**src/rtl/ex_stage_pkg.sv**
```systemverilog
// Shared types for the execute stage: the ID->EX decode bus, the EX->IO and EX->ID
// bundles, and the one-hot ALU operation indices.
package ex_stage_pkg;

  localparam int unsigned ALU_OP_ADD   = 0;
  localparam int unsigned ALU_OP_SUB   = 1;
  localparam int unsigned ALU_OP_SLT   = 2;
  localparam int unsigned ALU_OP_SLTU  = 3;
  localparam int unsigned ALU_OP_AND   = 4;
  localparam int unsigned ALU_OP_NOR   = 5;
  localparam int unsigned ALU_OP_OR    = 6;
  localparam int unsigned ALU_OP_XOR   = 7;
  localparam int unsigned ALU_OP_SLL   = 8;
  localparam int unsigned ALU_OP_SRL   = 9;
  localparam int unsigned ALU_OP_SRA   = 10;
  localparam int unsigned ALU_OP_LUI   = 11;
  localparam int unsigned ALU_OP_WIDTH = 12;

  typedef struct packed {
    logic        valid;
    logic [31:0] program_count;
    logic [31:0] source_register_value;
    logic [31:0] multi_use_register_value;
    logic [15:0] immediate;
    logic [4:0]  write_register;
    logic        source1_is_shift_amount;
    logic        source1_is_program_count;
    logic        source2_is_8;
    logic        source2_is_immediate;
    logic        is_load_operation;
    logic        memory_write;
    logic        register_write;
    logic [ALU_OP_WIDTH-1:0] alu_operation;
  } id_to_ex_decode_bus_t;

  typedef struct packed {
    logic        valid;
    logic [31:0] program_count;
    logic        is_load;
    logic        register_write;
    logic [4:0]  write_register;
    logic [31:0] alu_result;
  } ex_to_io_bus_t;

  typedef struct packed {
    logic        valid;
    logic        data_valid;
    logic [4:0]  write_register;
    logic [31:0] write_data;
  } ex_to_id_back_pass_bus_t;

endpackage

```
**src/rtl/ex_stage_alu.sv**
```systemverilog
// Combinational 32-bit ALU driven by a one-hot operation vector; no bit set yields zero.
module ex_stage_alu
  import ex_stage_pkg::*;
(
  input  logic [11:0] alu_operation,
  input  logic [31:0] source1,
  input  logic [31:0] source2,
  output logic [31:0] result
);

  logic [4:0] shift_amount;

  // AND-OR selection: with a one-hot operation exactly one term survives.
  always_comb begin
    shift_amount = source1[4:0];
    result = '0;
    if (alu_operation[ALU_OP_ADD])  result |= source1 + source2;
    if (alu_operation[ALU_OP_SUB])  result |= source1 - source2;
    if (alu_operation[ALU_OP_SLT])  result |= {31'b0, $signed(source1) < $signed(source2)};
    if (alu_operation[ALU_OP_SLTU]) result |= {31'b0, source1 < source2};
    if (alu_operation[ALU_OP_AND])  result |= source1 & source2;
    if (alu_operation[ALU_OP_NOR])  result |= ~(source1 | source2);
    if (alu_operation[ALU_OP_OR])   result |= source1 | source2;
    if (alu_operation[ALU_OP_XOR])  result |= source1 ^ source2;
    if (alu_operation[ALU_OP_SLL])  result |= source2 << shift_amount;
    if (alu_operation[ALU_OP_SRL])  result |= source2 >> shift_amount;
    if (alu_operation[ALU_OP_SRA])  result |= $unsigned($signed(source2) >>> shift_amount);
    if (alu_operation[ALU_OP_LUI])  result |= {source2[15:0], 16'b0};
  end

endmodule

```
**src/rtl/ex_stage.sv**
```systemverilog
// MIPS execute stage: latches the ID decode bus, runs the ALU, issues the lw/sw data-SRAM
// request and hands results to IO and back to ID for forwarding/interlock.
module ex_stage
  import ex_stage_pkg::*;
(
  input  logic         clock,
  input  logic         reset,
  input  logic         io_allow_in,
  output logic         ex_allow_in,
  input  logic [136:0] id_to_ex_decode_bus,
  output logic [71:0]  ex_to_io_bus,
  output logic [38:0]  ex_to_id_back_pass_bus,
  output logic         data_sram_request,
  output logic         data_sram_write,
  output logic [3:0]   data_sram_byte_enable,
  output logic [31:0]  data_sram_address,
  output logic [31:0]  data_sram_write_data,
  input  logic         data_sram_address_ok
);

  id_to_ex_decode_bus_t    in_bus;
  id_to_ex_decode_bus_t    payload_q, payload_d;
  logic                    ex_valid_q, ex_valid_d;
  logic                    request_accepted_q, request_accepted_d;
  logic                    is_mem, ex_ready_go, ex_leave;
  logic [31:0]             source1, source2, alu_result;
  ex_to_io_bus_t           to_io;
  ex_to_id_back_pass_bus_t back_pass;
  logic                    unused_payload_valid;

  ex_stage_alu u_alu (
    .alu_operation (payload_q.alu_operation),
    .source1       (source1),
    .source2       (source2),
    .result        (alu_result)
  );

  always_comb begin
    in_bus = id_to_ex_decode_bus;
    unused_payload_valid = payload_q.valid;

    source1 = payload_q.source1_is_shift_amount  ? {27'b0, payload_q.immediate[10:6]} :
              payload_q.source1_is_program_count ? payload_q.program_count :
                                                   payload_q.source_register_value;
    source2 = payload_q.source2_is_8         ? 32'd8 :
              payload_q.source2_is_immediate ? {{16{payload_q.immediate[15]}}, payload_q.immediate} :
                                               payload_q.multi_use_register_value;

    // request_accepted suppresses a second request while the accepted lw/sw waits on IO.
    is_mem            = payload_q.is_load_operation | payload_q.memory_write;
    data_sram_request = ex_valid_q & is_mem & ~request_accepted_q;
    ex_ready_go       = ~is_mem | request_accepted_q | (data_sram_request & data_sram_address_ok);
    ex_allow_in       = ~ex_valid_q | (ex_ready_go & io_allow_in);
    ex_leave          = ex_valid_q & ex_ready_go & io_allow_in;

    ex_valid_d = ex_valid_q;
    if (ex_allow_in) ex_valid_d = in_bus.valid;
    if (reset)       ex_valid_d = 1'b0;

    payload_d = payload_q;
    if (in_bus.valid && ex_allow_in) payload_d = in_bus;

    request_accepted_d = request_accepted_q;
    if (ex_leave) request_accepted_d = 1'b0;
    else if (data_sram_request && data_sram_address_ok && !io_allow_in) request_accepted_d = 1'b1;
    if (reset) request_accepted_d = 1'b0;

    data_sram_write       = payload_q.memory_write;
    data_sram_byte_enable = payload_q.memory_write ? 4'hf : 4'h0;
    data_sram_address     = alu_result;
    data_sram_write_data  = payload_q.multi_use_register_value;

    to_io.valid          = ex_valid_q & ex_ready_go;
    to_io.program_count  = payload_q.program_count;
    to_io.is_load        = payload_q.is_load_operation;
    to_io.register_write = payload_q.register_write;
    to_io.write_register = payload_q.write_register;
    to_io.alu_result     = alu_result;
    ex_to_io_bus         = to_io;

    back_pass.valid          = ex_valid_q & payload_q.register_write & (payload_q.write_register != 5'd0);
    back_pass.data_valid     = ~payload_q.is_load_operation;
    back_pass.write_register = payload_q.write_register;
    back_pass.write_data     = alu_result;
    ex_to_id_back_pass_bus   = back_pass;
  end

  always_ff @(posedge clock) begin
    ex_valid_q         <= ex_valid_d;
    request_accepted_q <= request_accepted_d;
    payload_q          <= payload_d;
  end

endmodule

```
**config.mk**
```make
export PLATFORM = sky130hd
export DESIGN_NAME = ex_stage
export DESIGN_NICKNAME = d
export VERILOG_FILES = /design/src/rtl/ex_stage_pkg.sv /design/src/rtl/ex_stage_alu.sv /design/src/rtl/ex_stage.sv
export SDC_FILE = /design/constraint.sdc
export NUM_CORES = 1
export LEC_CHECK = 0
export CORE_UTILIZATION = 35
export DETAILED_ROUTE_END_ITERATION = 10
export DONT_BUFFER_PORTS = 1
export GPL_TIMING_DRIVEN = 0
export HOLD_SLACK_MARGIN = 0.02
export MAX_ROUTING_LAYER = met4
export SYNTH_ARGS = -nofsm -noshare
export SYNTH_HDL_FRONTEND = slang
export SYNTH_SLANG_ARGS = --single-unit
export TNS_END_PERCENT = 100
```
**constraint.sdc**
```tcl
create_clock -name clock -period 6.4 [get_ports clock]
set_input_delay 0.64 -clock clock [delete_from_list [all_inputs] [get_ports clock]]
set_output_delay 0.64 -clock clock [all_outputs]
set_load 0.01 [all_outputs]
```
* Yosys cells after proc, flatten, opt, wreduce, memory -nomap -nowiden
Index checks and enable logic that the tools add are counted.
** Word-level totals
- Register bits after elaboration :: 138
- Bits of input ports :: 141
** Operators by class
- Add/subtract/negate cells :: 2
- Order comparisons :: 2
- Shift-type cells :: 3
- Multiplexer cells :: 17
- Bitwise operators :: 31
- Reduce and logical (&&, ||, !) cells :: 6
** Operators by type and width (number)
- $mux 32 :: 16
- $or 32x32->32 :: 10
- $lt 32x32->1 :: 2
- $or 32x1->32 :: 2
- $add 32x32->32 :: 1
- $and 32x32->32 :: 1
- $not 32->32 :: 1
- $shl 32x5->32 :: 1
- $shr 32x5->32 :: 1
- $sshr 32x5->32 :: 1
- $sub 32x32->32 :: 1
- $xor 32x32->32 :: 1
- $and 1x1->1 :: 8
- $reduce_bool 5->1 :: 1
- $mux 4 :: 1
- $not 1->1 :: 4
- $or 1x1->1 :: 4
- $logic_and 1x1->1 :: 3
- $reduce_or 2->1 :: 1
- $logic_not 1->1 :: 1

* Longest topological paths before layout
- Depth after elaboration :: 26
- Mapped depth :: 20

* Cells and area by module
A second synthesis with hierarchy kept.
** Second synthesis, totals
- Cell total of the unflattened synthesis :: 1767
- Area total of the unflattened synthesis :: 15185.8 sq um
** By module, submodules not included
- ex_stage_alu :: times used 1, cells an instance 1316, area an instance 8911.0 sq um
- ex_stage :: times used 1, cells an instance 451, area an instance 6274.8 sq um

* Worst setup path before layout
No wires, ideal clock.
- Path type :: flip-flop to output port
- Start :: register payload_q[17] (netlist name)
- End :: output port ex_to_id_back_pass_bus[27]
- Arrival time :: 5.278 ns
- Required time :: 5.760 ns
- Path slack :: 0.482 ns
- Stages on the path, launching flop included :: 20
- Path buffers :: 7
- Path through :: edfxtp_1 buf_2 buf_2 mux2i_1 o21a_1 buf_2 buf_1 buf_2 clkbuf_1 ha_1 nor2b_2 a2111o_1 a2111oi_4 a2bb2oi_2 a31oi_4 or4_4 a21oi_1 mux2_2 a221o_1 buf_4
** Between the ends
- Cells in the longest elaborated chain, start to end :: 26
- Elaborated cells on any way between the ends :: 34
- Those cells by class :: add/sub (2); shift (3); mux (14); bitwise (15)
** Ends and longest elaborated chain
- start, declared :: RTL line ex_stage.sv:22 : id_to_ex_decode_bus_t payload_q, payload_d;
- start signal, assigned :: RTL line ex_stage.sv:91 : payload_q <= payload_d;
- $mux 32 * :: RTL line ex_stage.sv:43 : payload_q.source1_is_program_count ? payload_q.program_count :
- $mux 32 * :: RTL line ex_stage.sv:42 : source1 = payload_q.source1_is_shift_amount ? {27'b0, payload_q.immediate[10:6]} :
- $add 32x32->32 :: RTL line ex_stage_alu.sv:17 : if (alu_operation[ALU_OP_ADD]) result |= source1 + source2;
- $mux 32 :: RTL line ex_stage_alu.sv:17
- $or 32x32->32 :: RTL line ex_stage_alu.sv:18 : if (alu_operation[ALU_OP_SUB]) result |= source1 - source2;
- $mux 32 :: RTL line ex_stage_alu.sv:18
- $or 32x1->32 :: RTL line ex_stage_alu.sv:19 : if (alu_operation[ALU_OP_SLT]) result |= {31'b0, $signed(source1) < $signed(source2)};
- $mux 32 :: RTL line ex_stage_alu.sv:19
- (+10 left out)
- $or 32x32->32 :: RTL line ex_stage_alu.sv:25 : if (alu_operation[ALU_OP_SLL]) result |= source2 << shift_amount;
- $mux 32 :: RTL line ex_stage_alu.sv:25
- $or 32x32->32 :: RTL line ex_stage_alu.sv:26 : if (alu_operation[ALU_OP_SRL]) result |= source2 >> shift_amount;
- $mux 32 :: RTL line ex_stage_alu.sv:26
- $or 32x32->32 :: RTL line ex_stage_alu.sv:27 : if (alu_operation[ALU_OP_SRA]) result |= $unsigned($signed(source2) >>> shift_amount);
- $mux 32 * :: RTL line ex_stage_alu.sv:27
- $or 32x32->32 :: RTL line ex_stage_alu.sv:28 : if (alu_operation[ALU_OP_LUI]) result |= {source2[15:0], 16'b0};
- $mux 32 * :: RTL line ex_stage_alu.sv:28
- end, declared :: RTL line ex_stage.sv:12 : output logic [38:0] ex_to_id_back_pass_bus,
Mark *: on every way between the ends. The rest lies on a longest branch, timed or not.

* Worst setup path after layout
- Start :: register payload_q[39] (netlist name)
- End :: output port ex_to_id_back_pass_bus[19]
** Between the ends
- Cells in the longest elaborated chain, start to end :: 26
- Elaborated cells on any way between the ends :: 34
- Those cells by class :: add/sub (2); shift (3); mux (14); bitwise (15)
** Ends and longest elaborated chain
- $mux 32 * :: RTL line ex_stage.sv:46 : payload_q.source2_is_immediate ? {{16{payload_q.immediate[15]}}, payload_q.immediate} :
- $mux 32 * :: RTL line ex_stage.sv:45 : source2 = payload_q.source2_is_8 ? 32'd8 :
- $add 32x32->32 :: RTL line ex_stage_alu.sv:17
- $mux 32 :: RTL line ex_stage_alu.sv:17
- $or 32x32->32 :: RTL line ex_stage_alu.sv:18
- $mux 32 :: RTL line ex_stage_alu.sv:18
- $or 32x1->32 :: RTL line ex_stage_alu.sv:19
- $mux 32 :: RTL line ex_stage_alu.sv:19
- (+10 left out)
- $or 32x32->32 :: RTL line ex_stage_alu.sv:25
- $mux 32 :: RTL line ex_stage_alu.sv:25
- $or 32x32->32 :: RTL line ex_stage_alu.sv:26
- $mux 32 :: RTL line ex_stage_alu.sv:26
- $or 32x32->32 :: RTL line ex_stage_alu.sv:27
- $mux 32 * :: RTL line ex_stage_alu.sv:27
- $or 32x32->32 :: RTL line ex_stage_alu.sv:28
- $mux 32 * :: RTL line ex_stage_alu.sv:28
Marked as above.

==> impl_summary.md <==
Critical path
The nature of the critical path startpoint is a register. The endpoint class of the critical path is a primary output. The slowest stage of the critical path is the a221oi_1 cell. The maximum fanout along the worst path is 10. Data arrives at the worst endpoint at 5.78 ns. The signal on the critical path passes through nand2_1 -> a21o_1 -> clkbuf_1 -> clkinv_1 -> nand3_1 -> clkbuf_1 -> nand4_1 -> a21oi_1 -> o21ai_0 -> a221oi_1 -> o21ai_0 -> buf_4. The required time of the worst setup path is 5.76 ns.

For this run, the slowest stage of the critical path takes 0.68 ns. The setup path with the least slack is of type register to primary output.

Floorplan
Once the floorplan was initialized, standard cells occupied 35.7% of the core. The width of the die is 212 um. The number of placement rows is 76. In this run the vertical extent of the chip is 212 um. The area inside the core boundary is 43400 um2. The number of I/O pins is 323. The area of the die is 45100 um2.

Route
The detail route stage leaves a number of antenna-violating nets equal to 0. The residual DRC count is 0. The iteration count of the initial detailed-routing pass is 6. The via count of the routed design is 16100.

After the first detailed-routing iteration, the DRC count stood at 2487. Summed over all layers, the routed wires come to 75.8 mm. Using the TritonRoute via totals, the vias-per-cell ratio works out to 6.49. The detailed-route wire length per cell is 30.6 um.

Cells and area
After the last flow step, the layout net total stands at 2111. The multi-input combinational cells in the finished layout cover a total of 9600 um2. In the final layout, flip-flops and latches occupy 4120 um2.

The area growth from synthesis to layout is 12.4%. The filler cell count is 4519. The proportion of layout cells with a drive suffix above 1 is 19.5%.

Clocking
The CTS tree is yes. The count of hold buffers inserted by post-cts repair is 0. The clock-pin slew reported for the worst setup and hold paths after clock tree synthesis is 0.07 ns.

The clock passes through at most 2 buffers. The H-tree level count is 4. The buffer cell driving the clock tree root is clkbuf_16. The number of clock buffers added by TritonCTS is 17. The clock reaches the later pin of the worst-skew pair after 0.47 ns. The TritonCTS sink count is 138.

Placed design
Timing analysis after detailed placement gives a worst setup slack of -1.38 ns. The count of buffers added on input and output ports is 0. After legalization and detailed placement, the total HPWL measured 60.7 mm.

Routability-driven placement finished with a final weighted congestion of 1.14.

Synthesis
The proportion of synthesized flip-flops having asynchronous set or reset is 0%. The post-synthesis register bit count is 138. Sequential elements use 26.6% of the synthesized area. The count of yosys warnings during synthesis is 0. Summing every instance area after synthesis gives 15500 um2. Of all cell types, the one taking the most synthesized area is edfxtp_1. The synthesized design contains 136 enable-type register cells. Ranked by total cell area, the synthesized netlist is headed by edfxtp_1 26%, buf_4 7.1%, ha_1 7.0%.

The number of unique standard cell types used by synthesis is 87. Summed over its instances, the top area cell type makes up 26.4% of the synthesized netlist area. The dominant cell by count in the synthesized netlist is nor2_1. By count the netlist is led by 167 x nor2_1, 152 x nand2_1, 146 x buf_4.

The synthesized net count is 2092. The leading register cell type out of synthesis is edfxtp_1. In this run the mean area of a mapped cell was 8.31 um2. The number of instances in the synthesized netlist is 1862.

STA
Setup slack on the critical path of the routed design comes to -0.0166 ns. The part of the cycle the worst path needs is 100%. The worst max-slew margin expressed relative to the limit is 2.54%.

The worst hold slack across all endpoints is 0.231 ns. The shortest period the worst path allows is 6.42 ns. Static timing analysis puts the maximum clock frequency at 156 MHz. The clock arrives with 0.0188 ns of skew.

For the pin with the worst max-slew slack, the measured transition is 1.45 ns. The number of hold violations in the final report is 0. The final max-slew violation count came to 0. The total setup violations reported at the end of the flow is 2.

Status
The checks that failed: negative setup slack. The run finished, with violations left.

Power and ir drop
Of the total power, the share spent switching nets is 43.0%. Across the VDD grid, the largest voltage drop is 0.000256 V. In this run, flip-flops and latches consume 27.1% of the power. In this run the static leakage power is 6.77 nW. The clock share of power is 26.8%.

Overall power consumption after layout is estimated at 4.10 mW. The share of total power in combinational logic is 46.1%. The power per cell area is 236 nW/um2. The internal power summed over all cells is 2.33 mW.

In this run the power spent charging and discharging nets is 1.76 mW.

Global route
Global routing finished with a remaining overflow of 0. The total routing usage reported by global routing is 33.9%. Entering global routing, the biggest net connects 71 pins. The met3 layer usage reported by global route is 9.16%.

The first global-routing pass estimated 106 mm of wire. The met1 track utilization from global routing is 42.6%. Global routing used 49.4% of the available met2 tracks.

The number of global-route vias before repair came to 14900. The number of antenna violations at the first check in global routing is 1. The highest-utilization routing layer at the global route stage is met2.

Job
The max-capacitance violation count is 0.

Hold path
The min-delay analysis places its worst path in the category input pin to register.
## final cells by class
class,instances,share of cell area (%)
Antenna cell,1,0.0144
Buffer,254,9.99
Clock buffer,17,2.45
Clock inverter,15,1.25
Inverter,108,2.35
Multi-Input combinational cell,1346,55.2
Sequential cell,138,23.7
Tap cell,585,4.21
Timing Repair Buffer,16,0.806
## power groups by stage
| stage | Combinational (mW) | Clock, mW | Sequential (mW) |
|---|---|---|---|
| floorplan | 1.19 | 0 | 1.11 |
| global placement | 1.75 | 0 | 1.14 |
| detailed placement | 1.74 | 0 | 1.13 |
| CTS | 1.79 | 1.13 | 1.11 |
| global route | 1.97 | 1.15 | 1.11 |
| finish | 1.89 | 1.10 | 1.11 |
## stage by stage
stage / utilization, % / instances / setup TNS [ns] / cell area (um2)
3_5_place_dp: 37.4 / 2448 / -45.98 / 16200
6_report: 40.1 / 2480 / -0.0326 / 17400
4_1_cts: 39.7 / 2474 / 0 / 17200
2_1_floorplan: - / 1862 / 0 / 15500
3_3_place_gp: 37.4 / 2447 / -50.01 / 16200
5_1_grt: 40.1 / 2480 / -0.00163 / 17400
## what timing repair did
| item | in CTS | in global routing |
|---|---|---|
| gates resized for setup | 104 | 40 |
| pin swaps | 1 | 7 |
| endpoints found under the setup margin | 84 | 30 |
| setup buffers | 6 | 9 |
## sequential cells by signal, summed over array words and instances, names as in the netlist
signal and count:
payload_q 64, ex_to_io_bus 34, data_sram_write_data 32, ex_to_id_back_pass_bus 5, data_sram_write 1, ex_valid_q 1, request_accepted_q 1
## routing by layer
metal,vias to the layer above,part of all wire (%)
met3,242,11
met4,0,5.5
li1,6875,-
met5,-,0
met1,7781,40
met2,1194,43
## worst paths after layout
kind / from / slack (ns) / endpoint / cells past startpoint
setup / recovery: payload_q[39] / -0.02 / ex_to_id_back_pass_bus[19] / 12
hold / removal: reset / 0.23 / ex_valid_q / 1
setup reg to reg: data_sram_write / 3.71 / ex_to_io_bus[47] / 5
hold reg to reg: request_accepted_q / 0.58 / request_accepted_q / 2
## cells in the final DEF, fill, tap and decap left out, types with 8 or more instances in the layout
cell       count
a211o_1        9
a211oi_1      26
a21o_1        19
a21oi_1      122
a221o_1        8
a221oi_1      35
a22oi_1       25
a31oi_1       23
and3_1         9
buf_1          9
buf_4        172
clkbuf_1      57
clkbuf_16     17
clkbuf_4      10
edfxtp_1     136
ha_1          85
inv_1        102
mux2_2        29
mux2i_1       90
nand2_1      152
nand2b_1      11
nand3_1       27
nand4_1       16
nor2_1       155
nor2b_1       13
nor3_1        27
o2111ai_1     10
o211ai_1      55
o21ai_0       97
o221ai_1      20
o22ai_1       24
o31ai_1        9
or2_2         27
xnor2_1       24
xor2_1         9
## logic make-up (layout without fill, tap and decap cells)
logic type | after synthesis | count (layout) | synth area share (%)
other cells | 0 | 1 | 0
mux | 131 | 131 | 8.80
compound gates | 609 | 609 | 27.9
flops | 138 | 138 | 26.6
xor+xnor | 33 | 33 | 1.87
fa+ha+maj | 89 | 89 | 7.29
buf+inv | 378 | 410 | 13.3
simple gates | 484 | 484 | 14.2
## worst max-delay path, delay by kind of cell (launching register included)
family / cells / cell delay [ns]
AOI/OAI and AO/OA: 5 / 1.85
buffers and inverters: 4 / 1.90
DFF: 1 / 0.54
and+or+nand+nor: 3 / 0.98
(Power assumes the default switching activity.)
